**config.mk**
```make
export PLATFORM = sky130hd
export DESIGN_NAME = axi4_stream_fifo
export DESIGN_NICKNAME = d
export VERILOG_FILES = /design/src/rtl/axi4_stream_fifo.sv
export SDC_FILE = /design/constraint.sdc
export NUM_CORES = 1
export LEC_CHECK = 0
export BUFFER_PORTS_ARGS = -buffer_cell sky130_fd_sc_hd__buf_4
export CORE_MARGIN = 5
export CORE_UTILIZATION = 50
export CTS_CLUSTER_DIAMETER = 40
export CTS_CLUSTER_SIZE = 12
export DETAILED_ROUTE_END_ITERATION = 8
export PLACE_DENSITY = 0.67
export SLEW_MARGIN = 10
export SYNTH_ARGS = -nofsm -noshare
export SYNTH_HDL_FRONTEND = slang
export SYNTH_SLANG_ARGS = --single-unit
```
**constraint.sdc**
```tcl
create_clock -name clk -period 7 [get_ports clk]
set_input_delay 1.4 -clock clk [delete_from_list [all_inputs] [get_ports clk]]
set_output_delay 1.4 -clock clk [all_outputs]
set_load 0.02 [all_outputs]
```
**src/rtl/axi4_stream_fifo.sv**
```systemverilog
// First-word fall-through AXI4-Stream FIFO with TLAST, level and almost flags.
// Optional packet mode (hold output until a whole packet is stored): AXIS_FIFO_PACKET_MODE_EN.
module axi4_stream_fifo #(
  parameter int unsigned DATA_SIZE    = 32,
  parameter int unsigned DEPTH        = 16,
  parameter int unsigned ALMOST_FULL  = DEPTH - 2,
  parameter int unsigned ALMOST_EMPTY = 1
) (
  input  logic                         clk,
  input  logic                         resetn,
  input  logic [DATA_SIZE-1:0]         read_data,
  input  logic                         read_data_last,
  input  logic                         read_data_valid,
  output logic                         read_data_ready,
  output logic [DATA_SIZE-1:0]         write_data,
  output logic                         write_data_last,
  output logic                         write_data_valid,
  input  logic                         write_data_ready,
  output logic [$clog2(DEPTH+1)-1:0]   level,
  output logic                         almost_full,
  output logic                         almost_empty
);

  localparam int unsigned PtrW = $clog2(DEPTH);
  localparam int unsigned LvlW = $clog2(DEPTH + 1);
  localparam logic [LvlW-1:0] LvlFull = LvlW'(DEPTH);
  localparam logic [LvlW-1:0] LvlAf   = LvlW'(ALMOST_FULL);
  localparam logic [LvlW-1:0] LvlAe   = LvlW'(ALMOST_EMPTY);

  logic [DATA_SIZE:0] r_mem [DEPTH];
  logic [PtrW-1:0]    r_wr_ptr, r_rd_ptr, w_wr_ptr_d, w_rd_ptr_d;
  logic [LvlW-1:0]    r_level, w_level_d;
  logic               w_push, w_pop;

  // No full pass-through: a pop in the same cycle does not open the input.
  assign read_data_ready = (r_level != LvlFull);
  assign w_push          = read_data_valid & read_data_ready;
  assign w_pop           = write_data_valid & write_data_ready;

  always_comb begin
    w_wr_ptr_d = r_wr_ptr;
    w_rd_ptr_d = r_rd_ptr;
    w_level_d  = r_level;
    if (w_push) w_wr_ptr_d = r_wr_ptr + 1'b1;
    if (w_pop)  w_rd_ptr_d = r_rd_ptr + 1'b1;
    case ({w_push, w_pop})
      2'b10:   w_level_d = r_level + 1'b1;
      2'b01:   w_level_d = r_level - 1'b1;
      default: w_level_d = r_level;
    endcase
  end

  always_ff @(posedge clk) begin
    if (!resetn) begin
      r_wr_ptr <= '0;
      r_rd_ptr <= '0;
      r_level  <= '0;
    end else begin
      r_wr_ptr <= w_wr_ptr_d;
      r_rd_ptr <= w_rd_ptr_d;
      r_level  <= w_level_d;
    end
  end

  // Storage is not reset; only the pointers define what is valid.
  always_ff @(posedge clk) begin
    if (resetn && w_push) r_mem[r_wr_ptr] <= {read_data_last, read_data};
  end

  assign {write_data_last, write_data} = r_mem[r_rd_ptr];

`ifdef AXIS_FIFO_PACKET_MODE_EN
  logic [LvlW-1:0] r_pkt_count, w_pkt_count_d;
  logic            w_pkt_in, w_pkt_out;

  assign w_pkt_in  = w_push & read_data_last;
  assign w_pkt_out = w_pop & write_data_last;

  always_comb begin
    w_pkt_count_d = r_pkt_count;
    case ({w_pkt_in, w_pkt_out})
      2'b10:   w_pkt_count_d = r_pkt_count + 1'b1;
      2'b01:   w_pkt_count_d = r_pkt_count - 1'b1;
      default: w_pkt_count_d = r_pkt_count;
    endcase
  end

  always_ff @(posedge clk) begin
    if (!resetn) r_pkt_count <= '0;
    else         r_pkt_count <= w_pkt_count_d;
  end

  // Full override releases packets longer than DEPTH; pkt_count only drops on a pop,
  // so valid cannot fall before its handshake.
  assign write_data_valid = (r_level != '0) & ((r_pkt_count != '0) | (r_level == LvlFull));
`else
  assign write_data_valid = (r_level != '0);
`endif

  assign level        = r_level;
  assign almost_full  = (r_level >= LvlAf);
  assign almost_empty = (r_level <= LvlAe);

endmodule

```
# After elaboration in Yosys (flattened, before gate mapping)

Memory sizes are Yosys's and may differ from the RTL's. A register that Yosys moved wholly into a read port is not among the register bits.
Index checks and enable logic that the tools add are counted.

Register bits after elaboration: 13
Memory bits (writable): 528
Output and inout port bits: 42
Memories: 1

$add $sub $neg: 4
Order comparisons: 2
Equal/unequal tests: 3
Multiplexer cells: 5
Bitwise logic cells: 2
Reduce and logical (&&, ||, !) cells: 3

Memory list:

| name  | words | bits a word | rd ports | clocked after memory_dff | wr ports | RTL line | RTL |
|---|---|---|---|---|---|---|---|
| r_mem | 16    | 33          | 1        | 1                        | 1        | 30       | `logic [DATA_SIZE:0] r_mem [DEPTH];` |

Operators by type and width:

| operator                                                       | count |
|---|---|
| case mux 5 bit (2 select lines)                                | 1 |
| adder 4 x 1 -> 4 bit, second input constant                    | 2 |
| 2-to-1 mux 4 bit                                               | 2 |
| adder 5 x 1 -> 5 bit, second input constant                    | 1 |
| >= comparator 5 x 4 -> 1 bit, second input constant            | 1 |
| less-or-equal comparator 5 x 1 -> 1 bit, second input constant | 1 |
| inequality test 5 bit, second input constant                   | 1 |
| nonzero test 5 bit                                             | 1 |
| subtractor 5 x 1 -> 5 bit, second input constant               | 1 |
| bitwise AND 1 bit                                              | 2 |
| == test 2 x 1 -> 1 bit, second input constant                  | 1 |
| == test 2 bit, second input constant                           | 1 |
| 2-to-1 mux 1 bit                                               | 2 |
| nonzero test 2 bit                                             | 1 |
| logical AND 1 bit                                              | 1 |

# Longest topological paths before layout

Word-level depth: 5
Mapped depth: 11

# Worst setup path after synthesis

OpenSTA, ideal clock, no wires.

Path type: input -> register
Start: input port resetn
End: memory r_mem[0][0] (netlist name) (enable)
Setup time: 423 ps
Arrival time: 3289 ps
Path slack: 3288 ps
Stages on the path: 2
Path buffers: 0
Cells stage by stage: or3b_2 -> nor2_1

Word-level cells in the longest chain between the ends: 3

Ends and longest elaborated chain:

| item                                   | RTL line | RTL |
|---|---|---|
| from (decl)                            | 10       | `input logic resetn,` |
| logical AND 1 bit                      | 67       | `if (resetn && w_push) r_mem[r_wr_ptr] <= {read_data_last, read_data};` |
| 2-to-1 mux 1 bit                       | 67       |  |
| 2-to-1 mux 1 bit (not written as such) | 67       |  |
| to (decl)                              | 30       |  |

No other way between the ends.

==> results.yml <==
floorplanning:
  coreArea_um2: 41110
  start_util_pct: 50.79
  die-area_um2: 45950
  die_y_um: 214.4
  fp.dieW_um: 214.4
  io_pins: 79
  rows: 74
grt:
  antenna_found_initial: 1
  grt_max_degree: 79
  grtUsageTotal_pct: 18.94
  overflow: 0
  grt_pass1_wl_um: 65600
  grt_pass1_vias: 10210
critical_path:
  r2r_start: "level[0]"
  cp-start-kind: "flip-flop"
  end_kind: "output pin"
  critical_path_required_ps: 5600
  critPathMaxFanout: 78
  worstSetupPathType: "flip-flop to output pin"
  cp.arrival_ps: 3200
logic_synthesis:
  avgSynthCellArea_um2: 22.62
  synth_fp_nets: 971
  yosys_warnings: 0
  syn_area_um2: 20880
  synth_cells: 923
  synthSimpleGateAreaFrac_pct: 2.289
  netlist_top_cells_area: "edfxtp_1 (76%), mux4_2 (12%), mux4_1 (2.4%)"
  seq_area_frac_synth_pct: 77.56
  synth_seq_cells: 545
  synth_area_leader_cell: "edfxtp_1"
  synth_ff_type: "edfxtp_1"
  synth_top_family_by_area: "multiplexers"
  synth_edf_count: 528
  synth_fa_ha_area_share_pct: 0.6591
  synth_compound_area_share_pct: 2.636
  async_reset_ff_share_pct: 0
  synthXorXnorAreaFrac_pct: 0.4194
  synth_mux_area_share_pct: 14.63
  ys_types: 42
  synth_top_area_share_pct: 75.93
timing:
  clock-skew-final_ps: 21.17
  period_needed_ps: 4600
  slew_violations: 0
  max-slew-margin-rel_pct: 42.87
  rsz0062_at_grt: "no"
  fmax_mhz: 217.4
  tns_ps: 0
  post-route-period-util_pct: 65.71
  setup_violations: 0
  finalHoldViolations: 0
  tightest_slew_ps: 857.0
  holdWs_ps: 508.5
place:
  place.gp.congestion: 0.6991
  io_buffers: 78
  hpwl_um: 21710
clock_network:
  post_cts_buffers: 0
  clk_latency_ps: 580
  ctsHoldBuffers: 0
  cts_max_level: 3
  clockBufferDepth: 3
  numCtsBuffers: 68
  cts_tree: "built"
  clkTransAtPathRegs_ps: 60
  root_buffer: "clkbuf_16"
  clock-sinks: 545
  ctsResizeCount: 0
layout:
  final_common_cell: "edfxtp_1"
  antenna_cells: 0
  final_cell_mix: "edfxtp_1 (528), mux4_2 (113), buf_4 (101), clkbuf_16 (70), a22oi_1 (66)"
  fin_nets: 1095
  layout-drive-gt1-share_pct: 31.84
  area_growth_pct: 16.54
detailed_routing:
  wl_per_cell_um: 26.69
  num_vias: 9720
  ant_nets: 0
  drt_iter0_markers: 892
  vias_per_cell: 5.982
  drtPass1Iterations: 5
  drc_errors: 0
  routed_wl_um: 43380
pwr:
  p_per_area_nw_per_um2: 349.8
  p_total_mw: 8.513
  p_leak_nw: 7.728
  vdd_ir_drop_max_v: 0.0002072
min_path:
  min_path_type: "flip-flop to flip-flop"
  hold_start: "r_rd_ptr[1]"
status:
  outcome: "finished, final reports clean"
flow_run:
  max_cap_violations: 0
## power breakdown
group,switching (mW),internal [mW]
Clock,1.32,2.07
Combinational,0.652,0.738
Sequential,0.101,3.63
## through the flow
step	std cells	instance area (um2)	utilization [%]	setup slack [ps]
2_1_floorplan	923	20880	-	3288
3_3_place_gp	1509	22130	53.83	2978
3_5_place_dp	1509	22130	53.83	2960
4_1_cts	1625	24340	59.20	2328
5_1_grt	1625	24340	59.20	2205
6_report	1625	24340	59.20	2400
## critical path, stage by stage (launching register included)
cell and delay (ps):
dfxtp_4 750, buf_12 530, mux4_2 600, a22oi_1 280
nand2_1 140, buf_4 180
## layer usage
metal | routed length (um) | GRT usage (%)
met1 | 18350 | 27.53
met2 | 21240 | 29.97
met3 | 3242 | 4.207
met4 | 530 | 4.445
met5 | 13 | 0
## sequential cells by signal, summed over array words and instances, names as in the netlist, named ones only
signal and count:
level 5, r_rd_ptr 4, r_wr_ptr 4, r_mem 528
## logic make-up (layout without fill, tap and decap cells)
| family | after synthesis | count (layout) |
|---|---|---|
| adders and majority gates | 11 | 11 |
| AOI/OAI and AO/OA | 75 | 75 |
| xor gates and xnor gates | 10 | 10 |
| DFF | 545 | 545 |
| muxes | 133 | 133 |
| buffers and inverters | 56 | 226 |
| and+or+nand+nor | 93 | 93 |
## cells in the mapped netlist, types with 3 or more instances
| cell type | instances |
|---|---|
| edfxtp_1 | 528 |
| mux4_2 | 113 |
| a22oi_1 | 66 |
| nand2_1 | 40 |
| clkbuf_1 | 20 |
| mux4_1 | 19 |
| dfxtp_1 | 17 |
| nor2_1 | 17 |
| buf_2 | 14 |
| and2_1 | 11 |
| ha_1 | 11 |
| xnor2_1 | 8 |
| buf_12 | 6 |
| inv_1 | 5 |
| buf_6 | 4 |
| nand3_1 | 4 |
| a21oi_1 | 3 |
| inv_2 | 3 |
| nor2b_1 | 3 |
## final cells by class
class	count	area, um2
repair buffers	102	778.2
clock inverters	36	417.9
inverters	8	30.03
fillers	2948	16770
well taps	532	665.6
flip-flops and latches	545	16200
clock buffers	80	1789
multi-input cells	322	4452
## worst paths after layout
path                            slack [ps]  depth (start not counted)             end
worst max-delay path                  2400                          5  write_data[31]
worst min-delay path                   510                          2       flip-flop
worst max register to register        3800                          7     r_mem[3][6]
worst min register to register         510                          2       flip-flop
Power figures use the tool's default switching activity.
